`config.mk`:
```
export PLATFORM = sky130hd
export DESIGN_NAME = pulse_transmitter_sequencer
export DESIGN_NICKNAME = d
export VERILOG_FILES = /design/src/rtl/pulse_transmitter_pkg.sv /design/src/rtl/pulse_transmitter_countdown_timer.sv /design/src/rtl/pulse_transmitter_symbol_table.sv /design/src/rtl/pulse_transmitter_sequencer.sv
export SDC_FILE = /design/constraint.sdc
export NUM_CORES = 1
export LEC_CHECK = 0
export BUFFER_PORTS_ARGS = -buffer_cell sky130_fd_sc_hd__buf_2
export CAP_MARGIN = 20
export CORE_UTILIZATION = 35
export DETAILED_ROUTE_END_ITERATION = 12
export GPL_ROUTABILITY_DRIVEN = 1
export GPL_TIMING_DRIVEN = 0
export PLACE_DENSITY = 0.58
export SYNTH_ARGS = -nofsm -noshare
export SYNTH_HDL_FRONTEND = slang
export SYNTH_SLANG_ARGS = --single-unit
```
`constraint.sdc`:
```
create_clock -name clk -period 8.9 [get_ports clk]
set_input_delay 0.89 -clock clk [delete_from_list [all_inputs] [get_ports clk]]
set_output_delay 0.89 -clock clk [all_outputs]
set_load 0.02 [all_outputs]
```
`src/rtl/pulse_transmitter_pkg.sv`:
```
// Shared types and symbol field layout for the pulse transmitter sequencer.
package pulse_transmitter_pkg;

    typedef enum logic [1:0] {
        IDLE = 2'd0,
        LOAD = 2'd1,
        RUN  = 2'd2,
        DONE = 2'd3
    } state_e;

    localparam int SYMBOL_WIDTH = 13;
    localparam int LEVEL_BIT    = 12;
    localparam int PRESC_MSB    = 11;
    localparam int PRESC_LSB    = 8;
    localparam int DUR_MSB      = 7;
    localparam int DUR_LSB      = 0;
    localparam int SHIFT_WIDTH  = 24;

    // Scaled interval length; 255 << 15 still fits in 24 bits.
    function automatic logic [SHIFT_WIDTH-1:0] symbol_ticks(input logic [7:0] dur,
                                                            input logic [3:0] presc);
        return SHIFT_WIDTH'(dur) << presc;
    endfunction

endpackage

```
`src/rtl/pulse_transmitter_countdown_timer.sv`:
```
// Interval timer: while enabled, pulses once every (duration << prescaler) + 2 cycles.
module pulse_transmitter_countdown_timer
    import pulse_transmitter_pkg::*;
#(
    parameter int PRESCALER_WIDTH = 15,
    parameter int TIMER_WIDTH     = 8,
    localparam int PSC_W = $clog2(PRESCALER_WIDTH + 1)
) (
    input  logic                   clk,
    input  logic                   rst_n,
    input  logic                   enable,
    input  logic [PSC_W-1:0]       prescaler,
    input  logic [TIMER_WIDTH-1:0] duration,
    output logic                   pulse
);

    logic [SHIFT_WIDTH-1:0] cnt_q;
    logic [SHIFT_WIDTH-1:0] cnt_d;
    logic [SHIFT_WIDTH-1:0] reload;

    // Counting from ticks+1 down to zero spans ticks+2 enabled cycles.
    assign reload = (SHIFT_WIDTH'(duration) << prescaler) + SHIFT_WIDTH'(1);

    always_comb begin
        cnt_d = reload;
        if (enable && (cnt_q != '0)) begin
            cnt_d = cnt_q - SHIFT_WIDTH'(1);
        end
    end

    always_ff @(posedge clk) begin
        if (!rst_n) begin
            cnt_q <= '0;
        end else begin
            cnt_q <= cnt_d;
        end
    end

    assign pulse = enable && (cnt_q == '0);

endmodule

```
`src/rtl/pulse_transmitter_symbol_table.sv`:
```
// Symbol table: register array with a synchronous write port and an asynchronous read by index.
module pulse_transmitter_symbol_table
    import pulse_transmitter_pkg::*;
#(
    parameter int DEPTH = 8,
    localparam int IDX_W = $clog2(DEPTH)
) (
    input  logic                    clk,
    input  logic                    wr_en,
    input  logic [IDX_W-1:0]        wr_addr,
    input  logic [SYMBOL_WIDTH-1:0] wr_data,
    input  logic [IDX_W-1:0]        rd_idx,
    output logic [SYMBOL_WIDTH-1:0] rd_data
);

    logic [SYMBOL_WIDTH-1:0] mem_q [DEPTH];
    logic [SYMBOL_WIDTH-1:0] mem_d [DEPTH];

    always_comb begin
        mem_d = mem_q;
        if (wr_en) begin
            mem_d[wr_addr] = wr_data;
        end
    end

    // Contents are deliberately not reset.
    always_ff @(posedge clk) begin
        mem_q <= mem_d;
    end

    assign rd_data = mem_q[rd_idx];

endmodule

```
`src/rtl/pulse_transmitter_sequencer.sv`:
```
// Plays the programmed symbol table on tx_out with hardware-timed intervals.
// Optional repeat passes are enabled by defining PULSE_TRANSMITTER_LOOP_EN.
module pulse_transmitter_sequencer
    import pulse_transmitter_pkg::*;
#(
    parameter int PRESCALER_WIDTH = 15,
    parameter int TIMER_WIDTH     = 8,
    parameter int DEPTH           = 8,
    localparam int IDX_W = $clog2(DEPTH),
    localparam int PSC_W = $clog2(PRESCALER_WIDTH + 1)
) (
    input  logic                    clk,
    input  logic                    sys_rst,
    input  logic                    wr_en,
    input  logic [IDX_W-1:0]        wr_addr,
    input  logic [SYMBOL_WIDTH-1:0] wr_data,
    input  logic [IDX_W-1:0]        sym_count,
`ifdef PULSE_TRANSMITTER_LOOP_EN
    input  logic [7:0]              loop_count,
`endif
    input  logic                    idle_level,
    input  logic                    start,
    input  logic                    stop,
    output logic                    tx_out,
    output logic                    busy,
    output logic                    done,
    output logic [IDX_W-1:0]        sym_index
);

    state_e                  state_q, state_d;
    logic [IDX_W-1:0]        idx_q, idx_d;
    logic [IDX_W-1:0]        count_q, count_d;
    logic                    tx_out_q, tx_out_d;
    logic                    done_q, done_d;
    logic [PSC_W-1:0]        presc_q, presc_d;
    logic [TIMER_WIDTH-1:0]  dur_q, dur_d;
`ifdef PULSE_TRANSMITTER_LOOP_EN
    logic [7:0]              loop_q, loop_d;
`endif

    logic [SYMBOL_WIDTH-1:0] rd_data;
    logic                    rd_level;
    logic [PSC_W-1:0]        rd_presc;
    logic [TIMER_WIDTH-1:0]  rd_dur;
    logic                    timer_en;
    logic                    timer_pulse;
    logic [PSC_W-1:0]        timer_presc;
    logic [TIMER_WIDTH-1:0]  timer_dur;

    pulse_transmitter_symbol_table #(
        .DEPTH (DEPTH)
    ) u_table (
        .clk     (clk),
        .wr_en   (wr_en),
        .wr_addr (wr_addr),
        .wr_data (wr_data),
        .rd_idx  (idx_q),
        .rd_data (rd_data)
    );

    assign rd_level = rd_data[LEVEL_BIT];
    assign rd_presc = rd_data[PRESC_MSB:PRESC_LSB];
    assign rd_dur   = rd_data[DUR_MSB:DUR_LSB];

    pulse_transmitter_countdown_timer #(
        .PRESCALER_WIDTH (PRESCALER_WIDTH),
        .TIMER_WIDTH     (TIMER_WIDTH)
    ) u_timer (
        .clk       (clk),
        .rst_n     (~sys_rst),
        .enable    (timer_en),
        .prescaler (timer_presc),
        .duration  (timer_dur),
        .pulse     (timer_pulse)
    );

    always_ff @(posedge clk) begin
        if (sys_rst) begin
            state_q  <= IDLE;
            idx_q    <= '0;
            count_q  <= '0;
            tx_out_q <= 1'b0;
            done_q   <= 1'b0;
            presc_q  <= '0;
            dur_q    <= '0;
`ifdef PULSE_TRANSMITTER_LOOP_EN
            loop_q   <= '0;
`endif
        end else begin
            state_q  <= state_d;
            idx_q    <= idx_d;
            count_q  <= count_d;
            tx_out_q <= tx_out_d;
            done_q   <= done_d;
            presc_q  <= presc_d;
            dur_q    <= dur_d;
`ifdef PULSE_TRANSMITTER_LOOP_EN
            loop_q   <= loop_d;
`endif
        end
    end

    always_comb begin
        state_d  = state_q;
        idx_d    = idx_q;
        count_d  = count_q;
        tx_out_d = tx_out_q;
        done_d   = 1'b0;
        presc_d  = presc_q;
        dur_d    = dur_q;
`ifdef PULSE_TRANSMITTER_LOOP_EN
        loop_d   = loop_q;
`endif
        case (state_q)
            IDLE: begin
                tx_out_d = idle_level;
                if (start) begin
                    state_d = LOAD;
                    idx_d   = '0;
                    count_d = sym_count;
`ifdef PULSE_TRANSMITTER_LOOP_EN
                    loop_d  = loop_count;
`endif
                end
            end
            LOAD: begin
                tx_out_d = rd_level;
                presc_d  = rd_presc;
                dur_d    = rd_dur;
                state_d  = RUN;
            end
            RUN: begin
                if (timer_pulse) begin
                    if (idx_q != count_q) begin
                        idx_d   = idx_q + IDX_W'(1);
                        state_d = LOAD;
`ifdef PULSE_TRANSMITTER_LOOP_EN
                    end else if (loop_q != '0) begin
                        loop_d  = loop_q - 8'd1;
                        idx_d   = '0;
                        state_d = LOAD;
`endif
                    end else begin
                        state_d = DONE;
                    end
                end
            end
            DONE: begin
                // Level still holds this cycle; done_q pulses on the following one.
                tx_out_d = idle_level;
                done_d   = 1'b1;
                state_d  = IDLE;
            end
            default: state_d = IDLE;
        endcase
        // Abort overrides any step taken this cycle, keeping the current index.
        if (stop && ((state_q == LOAD) || (state_q == RUN))) begin
            state_d  = IDLE;
            idx_d    = idx_q;
            tx_out_d = idle_level;
        end
    end

    // LOAD feeds the table straight to the timer so it is stable before enable rises.
    always_comb begin
        busy        = (state_q != IDLE);
        timer_en    = (state_q == RUN);
        timer_presc = (state_q == LOAD) ? rd_presc : presc_q;
        timer_dur   = (state_q == LOAD) ? rd_dur : dur_q;
    end

    assign tx_out    = tx_out_q;
    assign done      = done_q;
    assign sym_index = idx_q;

endmodule

```
==> run metrics <==
RSZ-0062 raised after global routing=false; count leader, synth=edfxtp_1; Final period util=0.416; ant diodes=0; Hold Path End=count_q[1]; Slew Viols, Final=0; Initial Util=0.357; Max-slew headroom=0.390; Final Skew=~0.01 ns; Seq. cell area=between 4000 and 5000 um^2; TNS Setup=0 ns; Max H-tree Level=4; GR Util All Layers=0.161; register area share after synthesis=0.581; total gr overflow=0; Netlist cell types=67; CTS tree=yes; DP Area=approximately 7500 um^2; Clock Tree Root=clkbuf_16; Final min period=between 3 and 4 ns; worst reg2reg path endpoint=u_timer.cnt_q[10]; Lkg Pwr=between 2 and 3 nW; largest family of logic cells by synthesized area=simple AND/OR/NAND/NOR gates; peak supply drop=between 150 and 200 uV; initial antenna violation count=0; top post-synthesis cells by area=edfxtp_1 (45%), dfxtp_1 (13%), mux2i_1 (7.9%); CTS Buf Count=17; Async SR Flop Fraction=0; Synth top area share=0.449; multi-input logic area=between 2000 and 3000 um^2; Fmax achieved=between 0.2 and 0.3 GHz; die width=143 um; # Post-CTS Setup Buffers=0; crit-path cells=buf_4, nor2_2, a22oi_1, a31oi_2, buf_4, and3_1, nand2_1, inv_1, ha_1, inv_1, nor4_4, nand4_1, o31a_1, a211oi_2; Post-Synth Adder-Cell Area=0.0180; CP bufs+invs=4; Final HPWL DP=about 11000 um; clk_lat worst skew=around 0.42 ns; post-CTS resize count=0; Routed Wire Length=between 15000 and 20000 um; port bufs=30; CP Data Arrival Time=4.04 ns; Worst Reg-to-Reg Cells=14; Crit Path Category=reg2reg; row count=51; CP max stage cell=nor2_2; Max Cap Viol=0; crit path max fanout=10; die area=about 20000 um^2; drt pass-1 iters=4; Mapped Nets=about 580; top cells by count, synth=edfxtp_1 (104), nor2_1 (60), mux2i_1 (55), dfxtp_1 (46), nand2_1 (27); layout cell share with drive strength beyond 1=0.191; vias=4534; Syn Inst Count=approximately 550; Hold Path Class=reg2reg; crit end category=flop; WL per Instance=about 17 um; crit path from=sym_index[1]; P&R area growth vs syn=16.0%; Startpoint Class=flop; Critical Path RT=between 9 and 10 ns; PwrDens=about 300 nW/um^2; synth warn=0; fillers=about 1800; CP peak stage delay=between 0.4 and 0.5 ns; Hold Path Stages=2; Post-Synth Simple-Gate Area=0.118; Final Setup Violations=0; Tightest Pin Transition=between 0.9 and 1 ns; reg2reg start=sym_index[1]; Syn Area/Cell=12.7 um^2; CTS max path bufs=2; first-pass GRT wire length=approximately 24000 um; CP top delay family=simple AND/OR/NAND/NOR gates; Final Hold Viols=0; most used flip-flop cell after synthesis=edfxtp_1; GPL Wtd Cong=~0.82; synthesized cell area=slightly below 7000 um^2; # IOs=31; Sinks on Clock Net=150; Reg2Reg Setup Slack=~5.2 ns; cell taking the most area after synthesis=edfxtp_1; hold_buf cts=0; vias in the first global route=4595; Post-synth EDFFs=104; Final Net Count=between 600 and 700; largest net degree at the start of global routing=17; Routed Antenna Nets=0; DRC viols=0; Std-Cell Core Area=19500 um^2; status=finished, final reports clean; Worst-path clk slew=roughly 0.07 ns; post-synthesis sequential element count=150; mux cell area share after synthesis=0.117; fin area=about 8100 um^2; compound-gate portion of the synthesized area=0.103; HP Start=count_q[1]; Starting DRT DRC Count=roughly 260; vias per cell=~5.2; xor-xnor portion of the synthesized cell area=0.0315; die height=roughly 140 um
## worst max path at each step
| stage | depth (start not counted) | slack [ns] | end |
|---|---|---|---|
| 6_report | 14 | 5.20 | u_timer.cnt_q[10] |
| 5_1_grt | 15 | 4.93 | u_timer.cnt_q[10] |
| 4_1_cts | 14 | 5.16 | u_timer.cnt_q[10] |
| 3_5_place_dp | 14 | 5.19 | u_timer.cnt_q[10] |
| 3_3_place_gp | 14 | 5.24 | u_timer.cnt_q[10] |
| 2_1_floorplan | 14 | 5.63 | u_timer.cnt_q[10] |
## cell families (layout without fill, tap and decap cells)
family / count (synthesis) / after routing
compound gates: 93 / 93
flops: 150 / 150
mux: 69 / 69
simple gates: 163 / 163
xor+xnor: 25 / 25
buf+inv: 38 / 103
fa+ha+maj: 10 / 10
## layout by cell type (no fill, tap or decap), types with 4 or more instances in the layout
cell type  netlist  final
mux4_2           7      7
nor4_1           5      5
buf_2            3     33
mux2_2           4      4
nor3b_1          4      4
nor2_2           1      5
a211oi_1        12     12
nor3_1          14     12
a22o_1           5      5
inv_6            0      5
nand2_1         27     27
buf_4            6      7
a22oi_1         22     22
buf_6            4      6
nand2b_1         6      6
clkbuf_16        0     17
nor2b_1         12     12
or3_1            5      5
clkbuf_1        11     11
o21ai_0          4      4
nand3_1          8      8
nand4_1          4      4
a21oi_1         13     13
o31ai_1          4      4
xnor2_1         16     16
xor2_1           9      9
nor2_1          60     56
ha_1            10     10
inv_1           10     10
edfxtp_1       104    104
dfxtp_1         46     46
a31oi_1          6      6
mux2i_1         55     55
## layout make-up
| cell class | instances | area share |
|---|---|---|
| multi-input cells | 360 | 0.336 |
| plain buffers | 28 | 0.0230 |
| flip-flops and latches | 150 | 0.501 |
| clock inverters | 14 | 0.0172 |
| repair buffers | 34 | 0.0242 |
| inverters | 10 | 0.00465 |
| clock buffers | 17 | 0.0527 |
| well taps | 265 | 0.0411 |
## routing by layer
metal / track usage / up-vias / share of wire
met5: 0 / - / 0
met2: 0.256 / 72 / 0.47
met1: 0.212 / 2264 / 0.49
li1: - / 2180 / -
met3: 0.0349 / 18 / 0.026
met4: 0.0656 / 0 / 0.017
## stage by stage
step	hold WS (ns)	util	total power, mW	setup WS (ns)	instances
2_1_floorplan	0.439	-	1.54	5.63	548
3_3_place_gp	0.461	0.382	1.72	5.24	843
3_5_place_dp	0.467	0.385	1.74	5.19	847
4_1_cts	0.475	0.414	2.44	5.16	878
5_1_grt	0.508	0.414	2.57	4.93	878
6_report	0.483	0.414	2.43	5.20	878
## power by group
group | internal (mW) | total, mW | leakage, nW | switching [mW]
Clock | 0.391 | 0.695 | 0.270 | 0.303
Sequential | 0.813 | 0.854 | 1.32 | 0.0413
Combinational | 0.349 | 0.882 | 1.21 | 0.533
## worst min-delay path: cells and delay by family (launching register included)
kind	cells	cell delay [ns]
AND/OR/NAND/NOR	1	0.06
flip-flops	1	0.32
AO/OA/AOI/OAI	1	0.06
## state kept, by name (all words and copies together) (netlist names)
name / cells
u_table.mem_q: 104
tx_out: 1
count_q: 3
sym_index: 3
done: 1
state_q: 2
presc_q: 4
dur_q: 8
u_timer.cnt_q: 24
(Power assumes the default switching activity.)
